## src/rtl/tx_sym_pkg.sv

```systemverilog
// Symbol codes, FSM state type and symbol packing shared by the tx framer.
// Build option TX_PARITY_EN: when defined, bit 8 of every symbol is even parity over bits 7:0.
package tx_sym_pkg;

    localparam logic [7:0] CodeIdle = 8'hBC;
    localparam logic [7:0] CodeSof  = 8'hFB;
    localparam logic [7:0] CodeEof  = 8'hFD;
    localparam logic [7:0] CodeFill = 8'hF7;

`ifdef TX_PARITY_EN
    localparam logic ParityEn = 1'b1;
`else
    localparam logic ParityEn = 1'b0;
`endif

    typedef enum logic [2:0] {
        StIdle,
        StSof,
        StData,
        StEof,
        StGap
    } tx_state_e;

    typedef struct packed {
        logic       k;
        logic       par;
        logic [7:0] data;
    } symbol_t;

    function automatic logic sym_parity(input logic [7:0] data);
        return ParityEn & (^data);
    endfunction

    function automatic symbol_t sym_make(input logic k, input logic [7:0] data);
        symbol_t s;
        s.k    = k;
        s.par  = sym_parity(data);
        s.data = data;
        return s;
    endfunction

endpackage

```

## src/rtl/tx_sym_fifo.sv

```systemverilog
// Synchronous payload FIFO holding {last, data} entries; synchronous active-low reset flushes it.
module tx_sym_fifo
    import tx_sym_pkg::*;
#(
    parameter int unsigned DEPTH = 4
) (
    input  logic       clk,
    input  logic       rst_n,
    input  logic       push,
    input  logic       pop,
    input  logic [8:0] wdata,
    output logic [8:0] rdata,
    output logic       full,
    output logic       empty
);

    localparam int unsigned AW   = (DEPTH > 1) ? $clog2(DEPTH) : 1;
    localparam int unsigned CntW = AW + 1;

    logic [AW-1:0]   wptr_q, wptr_d;
    logic [AW-1:0]   rptr_q, rptr_d;
    logic [CntW-1:0] cnt_q, cnt_d;
    logic [8:0]      mem_q [DEPTH];
    logic [8:0]      mem_d [DEPTH];
    logic            do_push, do_pop;

    assign full  = (cnt_q == CntW'(DEPTH));
    assign empty = (cnt_q == '0);
    assign rdata = mem_q[rptr_q];

    always_comb begin
        do_push = push && !full;
        do_pop  = pop && !empty;
        mem_d   = mem_q;
        wptr_d  = wptr_q;
        rptr_d  = rptr_q;
        if (do_push) begin
            mem_d[wptr_q] = wdata;
            // power-of-two depth: natural pointer overflow is the wrap
            wptr_d        = wptr_q + AW'(1);
        end
        if (do_pop) begin
            rptr_d = rptr_q + AW'(1);
        end
        cnt_d = cnt_q + {{AW{1'b0}}, do_push} - {{AW{1'b0}}, do_pop};
    end

    always_ff @(posedge clk) begin
        if (!rst_n) begin
            wptr_q <= '0;
            rptr_q <= '0;
            cnt_q  <= '0;
        end else begin
            wptr_q <= wptr_d;
            rptr_q <= rptr_d;
            cnt_q  <= cnt_d;
        end
    end

    // Storage needs no reset: the pointers alone define what is valid.
    always_ff @(posedge clk) begin
        mem_q <= mem_d;
    end

endmodule

```

## src/rtl/data_tx_framer.sv

```systemverilog
// Transmit framer: buffers payload bytes and emits one registered 10-bit symbol per clock
// (IDLE, SOF, payload, FILL, EOF). Build option TX_PARITY_EN enables the parity bit.
module data_tx_framer
    import tx_sym_pkg::*;
#(
    parameter int unsigned FIFO_DEPTH = 4,
    parameter int unsigned MAX_LEN    = 16,
    parameter int unsigned IDLE_GAP   = 2
) (
    input  logic       clk,
    input  logic       rst_n,
    input  logic       enable,
    input  logic       in_valid,
    output logic       in_ready,
    input  logic [7:0] in_data,
    input  logic       in_last,
    output logic [9:0] data_tx,
    output logic       busy,
    output logic       trunc_err
);

    localparam int unsigned GapW = $clog2(IDLE_GAP + 1);

    logic       fifo_full, fifo_empty, fifo_push, fifo_pop;
    logic [8:0] fifo_rdata;

    tx_state_e     state_q, state_d;
    logic [7:0]    len_q, len_d;
    logic [GapW-1:0] gap_q, gap_d;
    logic          last_q, last_d;
    symbol_t       sym_q, sym_d;
    logic          busy_q, busy_d;
    logic          trunc_q, trunc_d;
    logic          start;

    assign in_ready  = !fifo_full;
    assign fifo_push = in_valid && in_ready;

    tx_sym_fifo #(
        .DEPTH (FIFO_DEPTH)
    ) u_fifo (
        .clk   (clk),
        .rst_n (rst_n),
        .push  (fifo_push),
        .pop   (fifo_pop),
        .wdata ({in_last, in_data}),
        .rdata (fifo_rdata),
        .full  (fifo_full),
        .empty (fifo_empty)
    );

    always_comb begin
        start    = !fifo_empty && enable;
        state_d  = state_q;
        len_d    = len_q;
        gap_d    = gap_q;
        last_d   = last_q;
        sym_d    = sym_make(1'b1, CodeIdle);
        trunc_d  = 1'b0;
        fifo_pop = 1'b0;

        unique case (state_q)
            StIdle: begin
                if (start) begin
                    state_d = StSof;
                    sym_d   = sym_make(1'b1, CodeSof);
                    len_d   = '0;
                    last_d  = 1'b0;
                end
            end
            // SOF on the line now behaves like a DATA slot with nothing popped yet
            StSof, StData: begin
                if (last_q || (len_q == 8'(MAX_LEN))) begin
                    state_d = StEof;
                    sym_d   = sym_make(1'b1, CodeEof);
                    trunc_d = !last_q;
                end else if (!fifo_empty) begin
                    state_d  = StData;
                    fifo_pop = 1'b1;
                    sym_d    = sym_make(1'b0, fifo_rdata[7:0]);
                    len_d    = len_q + 8'd1;
                    last_d   = fifo_rdata[8];
                end else begin
                    state_d = StData;
                    sym_d   = sym_make(1'b1, CodeFill);
                end
            end
            StEof: begin
                state_d = StGap;
                gap_d   = GapW'(IDLE_GAP);
            end
            StGap: begin
                // gap_q counts IDLE symbols still owed, including the one now on the line
                if (gap_q <= GapW'(1)) begin
                    gap_d = '0;
                    if (start) begin
                        state_d = StSof;
                        sym_d   = sym_make(1'b1, CodeSof);
                        len_d   = '0;
                        last_d  = 1'b0;
                    end else begin
                        state_d = StIdle;
                    end
                end else begin
                    gap_d = gap_q - GapW'(1);
                end
            end
            default: begin
                state_d = StIdle;
            end
        endcase

        busy_d = (state_d != StIdle);
    end

    always_ff @(posedge clk) begin
        if (!rst_n) begin
            state_q <= StIdle;
            len_q   <= '0;
            gap_q   <= '0;
            last_q  <= 1'b0;
            sym_q   <= sym_make(1'b1, CodeIdle);
            busy_q  <= 1'b0;
            trunc_q <= 1'b0;
        end else begin
            state_q <= state_d;
            len_q   <= len_d;
            gap_q   <= gap_d;
            last_q  <= last_d;
            sym_q   <= sym_d;
            busy_q  <= busy_d;
            trunc_q <= trunc_d;
        end
    end

    assign data_tx   = sym_q;
    assign busy      = busy_q;
    assign trunc_err = trunc_q;

endmodule

```

## config.mk

```make
export PLATFORM = sky130hd
export DESIGN_NAME = data_tx_framer
export DESIGN_NICKNAME = d
export VERILOG_FILES = /design/src/rtl/tx_sym_pkg.sv /design/src/rtl/tx_sym_fifo.sv /design/src/rtl/data_tx_framer.sv
export SDC_FILE = /design/constraint.sdc
export NUM_CORES = 1
export LEC_CHECK = 0
export ABC_AREA = 1
export BUFFER_PORTS_ARGS = -buffer_cell sky130_fd_sc_hd__buf_2
export CAP_MARGIN = 20
export CORE_MARGIN = 10
export CORE_UTILIZATION = 40
export CTS_CLUSTER_DIAMETER = 120
export DETAILED_ROUTE_END_ITERATION = 16
export PLACE_DENSITY = 0.62
export SETUP_SLACK_MARGIN = 0.15
export SLEW_MARGIN = 25
export SYNTH_ARGS = -nofsm -noshare
export SYNTH_HDL_FRONTEND = slang
export SYNTH_SLANG_ARGS = --single-unit
```

## constraint.sdc

```tcl
create_clock -name clk -period 2.4 [get_ports clk]
set_clock_uncertainty 0.05 [all_clocks]
set_input_delay 0.12 -clock clk [delete_from_list [all_inputs] [get_ports clk]]
set_output_delay 0.12 -clock clk [all_outputs]
set_load 0.05 [all_outputs]
```

==> results of run 1 <==
-- kinds of logic (layout without fill, tap and decap cells) --
group | Yosys count | count (layout) | share of synthesized area [%]
AND/OR/NAND/NOR | 121 | 121 | 19.8
flip-flops | 68 | 68 | 59.5
buffers and inverters | 47 | 100 | 6.40
XOR/XNOR | 4 | 4 | 1.21
adder cells (fa/ha/maj) | 9 | 9 | 4.15
other | 1 | 1 | 0.130
AO/OA/AOI/OAI | 48 | 48 | 8.82
-- timing repair --
item / CTS / global route
hold buffers: 9 / 0
resized for setup: 0 / 6
buffers inserted: 0 / 2
endpoints found under the hold margin: 36 / 0
endpoints found under the setup margin: 0 / 2
-- report_power, final --
| part | switching (mW) | leakage (nW) | total, mW | internal [mW] |
|---|---|---|---|---|
| registers | 0.0701 | 0.592 | 1.47 | 1.40 |
| clock network | 0.457 | 0.120 | 1.15 | 0.697 |
| logic | 0.748 | 0.741 | 1.08 | 0.332 |
-- final cells by class --
cell class / instances / area share, %
inverters: 40 / 4.25
multi-input cells: 183 / 28.1
well taps: 96 / 3.40
flip-flops and latches: 68 / 48.9
repair buffers: 44 / 8.29
clock buffers: 9 / 3.51
clock inverters: 7 / 3.51
-- flip-flops by register name, summed over array words and instances, names as in the netlist --
name           count
busy               1
data_tx            9
gap_q              2
last_q             1
len_q              8
state_q            3
trunc_err          1
u_fifo.cnt_q       3
u_fifo.mem_q      36
u_fifo.rptr_q      2
u_fifo.wptr_q      2
-- layout by cell type, fill, tap and decap left out, drive strengths merged --
cell,Yosys,routed
edfxtp,36,36
fa,1,1
nand2,58,58
ha,8,8
nand3,20,20
xnor2,1,1
nand4,4,4
xor2,3,3
nor4,1,1
dlygate4sd3,0,9
o21ai,23,23
nor3b,2,2
bufinv,0,3
a211oi,1,1
conb,1,1
nor2,36,36
inv,39,40
clkbuf,2,9
o211ai,4,4
o22ai,2,2
a21oi,18,18
dfxtp,32,32
buf,5,35
clkinvlp,0,1
clkinv,1,3
-- worst paths after layout --
| kind | startpoint | end | slack [ns] |
|---|---|---|---|
| setup reg to reg | len_q[0] | u_fifo.cnt_q[1] | 0.28 |
| setup / recovery | len_q[0] | u_fifo.cnt_q[1] | 0.28 |
| hold / removal | rst_n | u_fifo.cnt_q[0] | 0.04 |
| hold reg to reg | last_q | trunc_err | 0.38 |
-- through the flow --
step	utilization (%)	hold WS (ns)	worst slack (ns)	power, mW	cells
3_3_place_gp	45.9	0.281	0.259	2.55	420
2_1_floorplan	-	0.169	0.215	2.28	298
5_1_grt	51.1	0.0479	0.154	3.94	447
4_1_cts	50.8	0.0362	0.163	3.73	445
3_5_place_dp	45.9	0.286	0.206	2.56	420
6_report	51.1	0.0412	0.277	3.71	447
-- tightest hold or removal path: cells and delay by family --
kind,cells,cell delay [ns]
buffers and inverters,2,0.20
and+or+nand+nor,1,0.08
-- per-layer routing --
metal / vias up / track usage, % / routed length [um]
li1: 1083 / - / -
met1: 932 / 12.5 / 2560
met2: 31 / 18.2 / 2710
met3: 9 / 3.01 / 224
met4: 0 / 5.88 / 115
met5: - / 0 / 0
==> summary.txt, run 1 <==
Run status
  – Outcome: finished, final reports clean

Cells and area
  – Nets@finish: 368
  – Area of the multi-input gates: 993 sq um
  – Layout area overhead: 22.0%
  – Antenna Cells: 0
  – Layout cell share with drive strength beyond 1: 19.4%
  – Seq. cell area: 1730 sq um
  – Fin area: 3530 sq um
  – Fillers: 647

Critical path
  – Crit path max fanout: 4
  – Worst Reg-to-Reg Cells: 13
  – Crit-path max cell delay: 0.51 ns
  – Instance count on the critical path: 13
  – Most Frequent Cell on Critical Path: inv_1
  – CP Class: reg -> reg
  – Crit end category: flip-flop
  – Startpoint types: flip-flop
  – Cell-by-cell trace of the critical path: inv_1, ha_1, inv_1, nor2_2, nand2_2, nand4_4, inv_2, ha_1, inv_1, ha_1, fa_2, nand2_1, inv_1
  – Crit path max-delay family: adder cells
  – CP max stage cell: fa_2
  – Critical Path RT: 2.65 ns
  – CP arrival: 2.37 ns
  – Crit path buf inv count: 5

Detailed routing
  – Routed via count: 2055
  – Wire per inst: 12.5 um
  – Total iterations of the first detailed-routing run: 4
  – Drt total wl: 5610 um
  – Residual DRC: 0
  – DRT antenna net count: 0
  – DR vias/cell: 4.60
  – Initial DRC Count: 114

Floorplan
  – Initial Util: 41.9%
  – Die Y: 105 um
  – Core area: 6910 sq um
  – DIE WIDTH: 105 um
  – Die ar.: 11000 sq um
  – Row cnt: 30
  – Io pins: 26

Placed design
  – GPL Wtd Cong: 0.787
  – DP Wirelength: 3780 um
  – I/O Buffers: 24
  – Placed inst area: 3170 sq um

Synthesis
  – Synth top area share: 37.3%
  – Cell area after synthesis: 2900 sq um
  – Largest cells by area after synthesis: edfxtp_1 (37%), dfxtp_1 (22%), nand2_1 (7.0%)
  – Most used DFF post-synth: edfxtp_1
  – Post-synthesis sequential area ratio: 59.5%
  – Most common cell in the netlist: nand2_1
  – #FFs+latches synth: 68
  – Syn avg cell area: 9.72 sq um
  – Ys async rst share: 0%
  – Syn nets: 320
  – Top post-synthesis cells by count: nand2_1 (54), inv_1 (37), edfxtp_1 (36)
  – Yosys warns: 0
  – Area leader, netlist: edfxtp_1
  – Synth cell types: 33
  – Number of synthesized flops with an enable pin: 36
  – Syn Inst Count: 298

Worst hold path
  – Hold path depth: 3
  – HP Class: in -> reg

Clocking
  – Clock-pin slew of the registers on the worst-case setup and hold paths: 0.08 ns
  – Clock sink count: 68
  – Insertion delay to the later sink of the worst-skew pair: 0.35 ns
  – Num CTS Buffers: 9
  – Maximum clock path buffer count: 2
  – H-tree levels: 3
  – CTS tree: yes
  – CTS Root Cell: clkbuf_8

Timing
  – Period utilisation layout: 88.4%
  – Setup violators final: 0
  – RSZ-0062 raised after global routing: false
  – Max-slew violations: 0
  – Post-route setup TNS: 0 ns
  – Final hold violation count: 0
  – FMAX: 471 MHz
  – Min Tclk post-route: 2.12 ns

Global route
  – Vias in the first global route: 2074
  – Initial antenna violation count: 0
  – Overall routing resource usage: 10.9%
  – Largest net degree at the start of global routing: 21
  – GRT overflow: 0
  – First-pass GRT wire length: 9800 um

Power
  – Max IR drop VDD: 0.482 mV
  – Pwr dens: 1050 nW/um^2
  – Pleak: 1.45 nW

Flow run
  – Max Cap Violations: 0
No activity file was read; power rests on OpenSTA's default activity.
==> run 2, diff against run 1 <==
SYNTH_HIERARCHICAL = 1   (was not set)
==> run 2 against run 1 <==
Net effect:
- combinational power increased by 18%
- clock power about the same
- die area increased by 2.6%
- synthesized area is 3.2% higher
- global-route usage is 0.34 points lower
- cell count up 4.5%
- setup slack got worse by 0.062 ns
- cell area grew 4.6%
- largest power group unchanged
- highest routed layer unchanged
==> summary.txt, run 2 <==
Run status
  – Outcome: finished, final reports clean

Synthesis
  – Most common cell in the netlist: nor2_1
  – Largest cells by area after synthesis: edfxtp_1 (36%), dfxtp_1 (21%), nor2_1 (5.5%)
  – Ys async rst share: 0% (unchanged)
  – Largest family of logic cells by synthesized area: simple AND/OR/NAND/NOR gates
  – #FFs+latches synth: 68 (unchanged)
  – Most used DFF post-synth: edfxtp_1
  – Synth Area in Simple Gates: 21.3% (+1.4 points)
  – Cell area after synthesis: 2990 sq um (+3.2%)
  – Syn avg cell area: 9.70 sq um (-0.15%)
  – Multiplexer share of the synthesized area: 0% (unchanged)
  – XOR/XNOR share of the synthesized area: 0.586% (-0.62 points)
  – Number of synthesized flops with an enable pin: 36 (unchanged)
  – Post-synthesis sequential area ratio: 57.6% (-1.8 points)
  – Synth cell types: 31 (-6.1%)
  – Area leader, netlist: edfxtp_1
  – Synth Area in Compound Gates: 9.34% (+0.52 points)
  – Synth top area share: 36.2% (-1.2 points)
  – Post-synthesis adder-cell area fraction: 4.02% (-0.13 points)
  – Top post-synthesis cells by count: nor2_1 (44), nand2_1 (38), edfxtp_1 (36), inv_1 (36), dfxtp_1 (32)
  – Yosys warns: 6 (+6)
  – Syn Inst Count: 308 (+3.4%)
  – Syn nets: 330 (+3.1%)

Critical path
  – RR Endpoint: u_fifo/cnt_q[1]
  – FF-to-FF Start: len_q[0]
  – CP Class: reg -> reg
  – Critical Path RT: 2.59 ns (-0.06 ns)
  – Crit end category: flip-flop
  – R2R setup slack: 0.21 ns (-0.06 ns)
  – Worst Reg-to-Reg Cells: 15 (+2)
  – Crit path max fanout: 4 (unchanged)
  – Startpoint types: flip-flop
  – CP arrival: 2.38 ns (about the same)

Worst hold path
  – Hold path depth: 2 (-1)
  – Critical hold path startpoint: rst_n
  – Worst hold endpoint: data_tx[2]
  – HP Class: in -> reg

Cells and area
  – Nets@finish: 385 (+4.6%)
  – Biggest register: u_fifo/mem_q
  – Most common cell after layout, fill and taps aside: nor2_1
  – Layout cell share with drive strength beyond 1: 28.0% (+8.6 points)
  – Antenna Cells: 0 (unchanged)
  – Largest register FFs: 36 (unchanged)
  – Cell Count, Final, Fillers Out: 467 (+4.5%)
  – Fillers: 661 (+2.2%)
  – Fin area: 3690 sq um (+4.6%)
  – Layout area overhead: 23.7%
  – Most frequent cells in the layout: nor2_1 (42), nand2_1 (37), edfxtp_1 (36)

Flow run
  – Max Cap Violations: 0 (unchanged)

Global route
  – Largest net degree at the start of global routing: 19 (-9.5%)
  – Overall routing resource usage: 10.6% (-0.34 points)
  – First-pass GRT wire length: 9570 um (-2.4%)
  – Vias in the first global route: 2097 (+1.1%)
  – Initial antenna violation count: 0 (unchanged)
  – GRT overflow: 0 (unchanged)

Timing
  – Final hold violation count: 0 (unchanged)
  – FMAX: 458 MHz (-2.9%)
  – Post-route setup TNS: 0 ns (unchanged)
  – Max-slew violations: 0 (unchanged)
  – Period utilisation layout: 91.0% (+2.6 points)
  – Setup violators final: 0 (unchanged)
  – RSZ-0062 raised after global routing: false
  – Min Tclk post-route: 2.19 ns (+0.0624 ns)

Detailed routing
  – DRT antenna net count: 0 (unchanged)
  – Drt total wl: 5900 um (+5.3%)
  – Routed via count: 2180 (+6.1%)
  – Initial DRC Count: 87 (-24%)
  – Total iterations of the first detailed-routing run: 4 (unchanged)
  – Residual DRC: 0 (unchanged)
  – Wire per inst: 12.6 um (+0.77%)
  – DR vias/cell: 4.67 (+1.5%)

Clocking
  – Insertion delay to the later sink of the worst-skew pair: 0.34 ns (about the same)
  – Num CTS Buffers: 9 (unchanged)
  – Clock-pin slew of the registers on the worst-case setup and hold paths: 0.08 ns (about the same)
  – Clock sink count: 68 (unchanged)
  – CTS tree: yes
  – H-tree levels: 3 (unchanged)
  – CTS Root Cell: clkbuf_8
  – Maximum clock path buffer count: 2 (unchanged)

Placed design
  – DP Wirelength: 4100 um (+8.4%)
  – Placed inst area: 3250 sq um (+2.7%)
  – Placed cells: 434 (+3.3%)
  – I/O Buffers: 24 (unchanged)
  – GPL Wtd Cong: 0.770 (-2.2%)

Floorplan
  – Row cnt: 31 (+3.3%)
  – Initial Util: 41.2% (-0.73 points)
  – Die Y: 106 um (+1.3%)
  – Core area: 7250 sq um (+5.0%)
  – Io pins: 26 (unchanged)
  – DIE WIDTH: 106 um (+1.3%)
  – Die ar.: 11300 sq um (+2.6%)

Power
  – Pwr dens: 1070 nW/um^2 (+1.8%)
  – Max IR drop VDD: 0.462 mV (-4.3%)
  – Pleak: 1.52 nW (+4.9%)
[run 2: repair_timing]
item	in CTS	in global routing
buffers inserted	3	5
pin swaps	0	7
gates resized for setup	3	19
hold endpoints to repair	36	0
hold buffers	9	0
setup endpoints to repair	2	2
[run 2: report_power, final]
group | switching (mW) | total [mW] | leakage (nW) | internal [mW]
Clock | 0.456 | 1.15 | 0.120 | 0.697
Sequential | 0.0930 | 1.53 | 0.594 | 1.43
Combinational | 0.843 | 1.27 | 0.811 | 0.429
[run 2: kinds of logic (layout without fill, tap and decap cells)]
group,after synthesis,in the layout
other,1,1
buffers and inverters,49,109
AO/OA/AOI/OAI,52,52
flip-flops,68,68
XOR/XNOR,2,2
AND/OR/NAND/NOR,127,127
adder cells (fa/ha/maj),9,9
[run 2: how the worst max path moves through the flow]
stage                           end  cells after the start  slack [ns]      from
floorplan           u_fifo/cnt_q[2]                     16        0.17  len_q[0]
global placement    u_fifo/cnt_q[2]                     16        0.12  len_q[0]
detailed placement  u_fifo/cnt_q[2]                     16        0.06  len_q[0]
CTS                 u_fifo/cnt_q[2]                     16        0.16  len_q[0]
global route        u_fifo/cnt_q[2]                     16        0.11  len_q[0]
finish              u_fifo/cnt_q[1]                     15        0.21  len_q[0]
[run 2: layer usage]
layer  vias to the layer above  wire length [um]  track usage, %
li1                       1130                 -               -
met4                         0                75            5.51
met1                       993              2610            11.9
met2                        51              2940            17.7
met3                         6               274            3.38
met5                         -                 0               0
[run 2: worst max-delay path: stages, from the launching register on]
cell     delay, ns
dfxtp_2       0.34
inv_2         0.06
ha_4          0.15
inv_2         0.04
nor2_2        0.03
nand2_2       0.10
nand4_4       0.09
inv_2         0.07
inv_1         0.03
nor2_1        0.09
ha_1          0.23
inv_1         0.06
ha_2          0.16
inv_2         0.04
fa_2          0.50
nor2_1        0.04
[run 2: cell type report]
class                   instances  area, sq um  share of cell area, %
well taps                      99          124                   3.35
clock inverters                 7          124                   3.35
multi-input cells             191         1090                   29.4
repair buffers                 51          345                   9.35
clock buffers                   9          124                   3.35
flip-flops and latches         68         1730                   46.9
inverters                      42          158                   4.27
[run 2: per-stage QoR]
stage	hold WS (ns)	utilization, %	setup slack (ns)	power (mW)
global route	0.0848	50.9	0.111	4.20
detailed placement	0.287	44.9	0.0587	2.74
global placement	0.284	44.9	0.119	2.72
floorplan	0.163	-	0.166	2.44
finish	0.0918	50.9	0.215	3.95
CTS	0.0708	49.9	0.157	3.94
